==> config.mk <==
export PLATFORM = sky130hd
export DESIGN_NAME = updown_mod_counter
export DESIGN_NICKNAME = d
export VERILOG_FILES = /design/src/rtl/updown_mod_counter.sv
export SDC_FILE = /design/constraint.sdc
export NUM_CORES = 1
export LEC_CHECK = 0
export CELL_PAD_IN_SITES_DETAIL_PLACEMENT = 0
export CELL_PAD_IN_SITES_GLOBAL_PLACEMENT = 1
export CORE_AREA = 4 4 41 43
export CTS_BUF_LIST = sky130_fd_sc_hd__clkbuf_2
export DETAILED_ROUTE_END_ITERATION = 12
export DIE_AREA = 0 0 45 47
export MAX_ROUTING_LAYER = met4
export PLACE_DENSITY_LB_ADDON = 0.1
export RECOVER_POWER = 100
export SYNTH_ARGS = -nofsm -noshare
export SYNTH_HDL_FRONTEND = slang
export SYNTH_SLANG_ARGS = --single-unit
==> constraint.sdc <==
create_clock -name clk -period 2.32 [get_ports clk]
set_clock_uncertainty 0.2 [all_clocks]
set_input_delay 0.464 -clock clk [delete_from_list [all_inputs] [get_ports clk]]
set_output_delay 0.464 -clock clk [all_outputs]
set_load 0.05 [all_outputs]
==> src/rtl/updown_mod_counter.sv <==
// Up/down modulo-MODULUS counter with synchronous load and count enable.
// Wraps (with a one-cycle wrap_p pulse) or saturates (with sat flag) at the range limits.
module updown_mod_counter #(
    parameter int unsigned WIDTH    = 4,
    parameter int unsigned MODULUS  = 16,
    parameter bit          SATURATE = 1'b0
) (
    input  logic             clk,
    input  logic             reset,
    input  logic             en,
    input  logic             up_dn,
    input  logic             load,
    input  logic [WIDTH-1:0] load_val,
    output logic [WIDTH-1:0] q_out,
    output logic             tc,
    output logic             wrap_p,
    output logic             sat
);

    if (MODULUS < 2 || MODULUS > (2 ** WIDTH)) begin : g_bad_modulus
        $error("updown_mod_counter: MODULUS must lie in 2..2**WIDTH");
    end

    localparam logic [WIDTH-1:0] MaxVal = WIDTH'(MODULUS - 1);

    logic [WIDTH-1:0] q_d, q_q;
    logic             wrap_d, wrap_q;
    logic             sat_d, sat_q;
    logic             at_top, at_bot, limit_hit;

    assign at_top    = (q_q == MaxVal);
    assign at_bot    = (q_q == '0);
    // Limit is checked before stepping so the increment never overflows past MaxVal.
    assign limit_hit = up_dn ? at_top : at_bot;

    always_comb begin
        q_d    = q_q;
        wrap_d = 1'b0;
        sat_d  = sat_q;
        if (load) begin
            q_d   = ({1'b0, load_val} > {1'b0, MaxVal}) ? MaxVal : load_val;
            sat_d = 1'b0;
        end else if (en) begin
            sat_d = 1'b0;
            if (limit_hit) begin
                if (SATURATE) begin
                    sat_d = 1'b1;
                end else begin
                    q_d    = up_dn ? '0 : MaxVal;
                    wrap_d = 1'b1;
                end
            end else begin
                q_d = up_dn ? (q_q + WIDTH'(1)) : (q_q - WIDTH'(1));
            end
        end
    end

    always_ff @(posedge clk or posedge reset) begin
        if (reset) begin
            q_q    <= '0;
            wrap_q <= 1'b0;
            sat_q  <= 1'b0;
        end else begin
            q_q    <= q_d;
            wrap_q <= wrap_d;
            sat_q  <= sat_d;
        end
    end

    assign q_out  = q_q;
    assign wrap_p = wrap_q;
    assign sat    = sat_q;
    assign tc     = limit_hit;

endmodule

* Word level (Yosys, flattened, before mapping)
Cells that the tools add are included.
** Storage, ports and cells
- Bits in registers :: 6
- Bits of input ports :: 9
- Output and inout port bits :: 7
** Operators by class
- $add $sub $neg :: 2
- Eq/ne operators :: 1
- Muxes and demuxes :: 11
- Reduce and logical (&&, ||, !) cells :: 2
** Operators by type and width (count)
- 2-to-1 mux 4 bit :: 5
- 2-to-1 mux 1 bit :: 6
- adder 4 x 1 -> 4 bit (second input constant) :: 1
- == test 4 bit (second input constant) :: 1
- zero test 4 bit :: 1
- subtractor 4 x 1 -> 4 bit (second input constant) :: 1
- nonzero test 2 bit :: 1

* Longest topological paths before layout
- Depth in word-level cells :: 5
- Mapped depth :: 6

* Least setup slack after synthesis
OpenSTA, ideal clock, no wires.
- Path type :: register to output
- From :: register q_q[0] (netlist: q_out[0])
- To :: output tc
- Data arrival time :: 1969 ps
- Required time :: 1656 ps
- Slack :: -313 ps
- Stages on the path, launching flop included :: 3
- Path buffers :: 0
- Cells stage by stage :: dfrtp_1 or4_4 o21ai_1
** Between the ends
- Longest elaborated chain between the ends :: 2
** RTL lines
- start, declared :: line 26 : logic [WIDTH-1:0] q_d, q_q;
- start signal, assigned :: line 64 : q_q <= q_d;
- == test 4 bit / zero test 4 bit (equally long branches) :: line 31, 32
- 2-to-1 mux 1 bit (*) :: line 34 : assign limit_hit = up_dn ? at_top : at_bot;
- end, declared :: line 15 : output logic tc,
Mark *: on every way between the ends. The rest lies on a longest branch, timed or not.

* Final worst setup path
- From :: register q_q[1] (netlist: q_out[1])
- To :: output q_out[1]
** RTL lines
- end, declared :: line 14 : output logic [WIDTH-1:0] q_out,
No word-level cell between the ends.

==> metrics.md <==
| Metric | Value |
|---|---|
| Post-Layout Cell Count | `75` |
| Diode count | `0` |
| Tot Pwr | `345.6 uW` |
| Overflow after GRT | `0` |
| Mapped Avg Cell Area | `9.165 um2` |
| WL final | `884 um` |
| Share of layout cells above drive strength 1 | `0.2167` |
| Main combinational cell family by area after synthesis | `compound AO/OA/AOI/OAI gates` |
| Fin. Hold Viols | `0` |
| CP cell instances | `dlygate4sd3_1` |
| Slowest-stage cell, CP | `dlygate4sd3_1` |
| Post-synth top area cell | `dfrtp_1` |
| Synthesized area | `366.6 um2` |
| Post-Synth Adder-Cell Area | `0.1229` |
| Pre-Repair DR Iteration Count | `2` |
| Met3 Routed Length | `55 um` |
| Area growth syn-to-layout | `56.66%` |
| Vias in the first global route | `392` |
| DR vias | `342` |
| Post-synthesis sequential area ratio | `0.3413` |
| Post-synthesis cell count | `40` |
| Synth area leaders | `dfrtp_1, ha_1, o31ai_2` |
| Setup TNS | `0 ns` |
| Clock Tree Buf Depth | `2` |
| Post-synth top cells | `dfrtp_1, nand2_1, a21oi_1, nand3_1, nor2_1` |
| Final Util | `0.4413` |
| Vias/cell | `4.560` |
| # rows | `13` |
| CTS tree | `done` |
| Top-count cell post-synth | `dfrtp_1` |
| Uppermost layer routed | `met4` |
| H-tree depth | `1` |
| Tot GR Track Use | `0.1066` |
| Req. time, crit path | `1.66 ns` |
| Simple-gate share of the synthesized area | `0.1843` |
| Area post-placement | `563.0 um2` |
| Setup CP Type | `flop to output pin` |
| Final #Nets | `73` |
| Final worst setup slack | `0.1145 ns` |
| Proportion of synthesized area in mux cells | `0` |
| Filler cell count | `132` |
| Post-Route M1 WL | `398 um` |
| Drc violations | `0` |
| Initial Util | `0.2817` |
| Clk pin slew, worst setup/hold paths | `0.06 ns` |
| Post-synth EDFFs | `0` |
| Post-place setup slack | `0.004098 ns` |
| Met2 WL | `424 um` |
| Slew Viols, Final | `0` |
| Synth Area in Compound Gates | `0.2184` |
| Worst-skew pair later-pin latency | `0.20 ns` |
| Syn_nets | `52` |
| Crit path buf inv count | `1` |
| Initial antenna violation count | `0` |
| Synth Area in XOR/XNOR | `0.07167` |
| Post-route cell area | `574.3 um2` |
| Seq cells post-synth | `5` |
| Reg-to-reg setup timing slack | `0.53 ns` |
| Family with the most delay on the worst path | `buffers and inverters` |
| CTS-repair resized insts | `0` |
| Post-layout min period | `2.206 ns` |
| Cells after DPL | `71` |
| Die ar. | `2115 um2` |
| Gp weighted congestion | `0.7417` |
| Max VDD drop | `303.3 uV` |
| Top-area cell type share of the netlist area | `0.3413` |
| Hold_buf cts | `0` |
| Post-DP HPWL | `783.5 um` |
| Largest net degree at the start of global routing | `10` |
| Core area | `1301 um2` |
| Die width | `45 um` |
| Worst slew pin tran | `0.5983 ns` |
| Crit end category | `output pin` |
| Setup violators final | `0` |
| Setup crit start kind | `flop` |
| Ys async rst share | `1.000` |
| Top_reg_cell synth | `dfrtp_1` |
| Distinct cell type count after synthesis | `23` |
| Initial DRC count | `1` |
| Vert. Die Dim | `47 um` |
| Port bufs | `14` |
| Detail Route Antenna Nets | `0` |
| Hold_ws | `0.3850 ns` |
| First-pass GRT wire length | `1552 um` |
| Status | `finished, final reports clean` |
| Leakage | `0.2663 nW` |
| Wire length per cell | `11.79 um` |
| Hold WC Path Type | `input port to async pin` |
| Slew headroom | `0.6028` |
| CP max stage delay | `0.90 ns` |
| FMAX | `453.4 MHz` |
| Setup bufs post-CTS | `0` |
| IO Pins | `16` |
| Max-Cap Viols | `0` |
| Critical Path Fanout Max | `6` |
| CTS root buf | `clkbuf_2` |
| Final worst path period share | `0.9507` |
| TritonCTS Buffers | `3` |
| Yosys warnings | `0` |
| Power per cell area | `601.7 nW/um2` |
| RSZ-0062 raised after global routing | `no` |
| CTS Sinks | `5` |
| Worst EP arrival | `1.54 ns` |
## metal layers
layer | up-vias | GRT usage
li1 | 178 | -
met1 | 151 | 0.1178
met2 | 11 | 0.1667
met3 | 2 | 0.03448
met4 | 0 | 0.06433
met5 | - | -
## area by class of cell
class,count,area (um2),share of cell area
multi-input combinational,31,229.0,0.3987
timing repair buffer,18,173.9,0.3028
sequential,5,125.1,0.2179
clock buffer,4,20.02,0.03486
tap,15,18.77,0.03268
inverter,2,7.507,0.01307
## report_power, final
group | switching [mW] | internal [mW] | leakage, nW
logic | 0.0925 | 0.0659 | 0.188
clock network | 0.0324 | 0.0457 | 0.0166
registers | 0.0122 | 0.0970 | 0.0615
## cell usage in the layout (no fill, tap or decap), drive strengths merged, types with 2 or more instances in the layout
cell type,instances
a21oi,3
buf,5
clkbuf,5
clkdlybuf4s50,6
dfrtp,5
dlygate4sd3,6
ha,2
inv,2
nand2,4
nand3,3
nor2,3
o21ai,3
o31ai,3
xor2,2
## sequential cells by signal (all words and copies together), names as in the netlist
name	flops
wrap_p	1
q_out	4
## final timing paths
path                          start        to  cells past startpoint
max                        q_out[1]  q_out[1]                      1
min                           reset  q_out[2]                      2
max reg2reg                q_out[1]  q_out[1]                      4
min reg2reg                q_out[3]  q_out[3]                      2
max in group asynchronous     reset  q_out[1]                      2
min in group clk           q_out[3]  q_out[3]                      2
## cells by family after synthesis
family | after synthesis
AO/OA/AOI/OAI | 11
XOR/XNOR | 3
buffers and inverters | 4
AND/OR/NAND/NOR | 13
other | 1
flip-flops | 5
adder cells (fa/ha/maj) | 3
(Power assumes the default switching activity.)
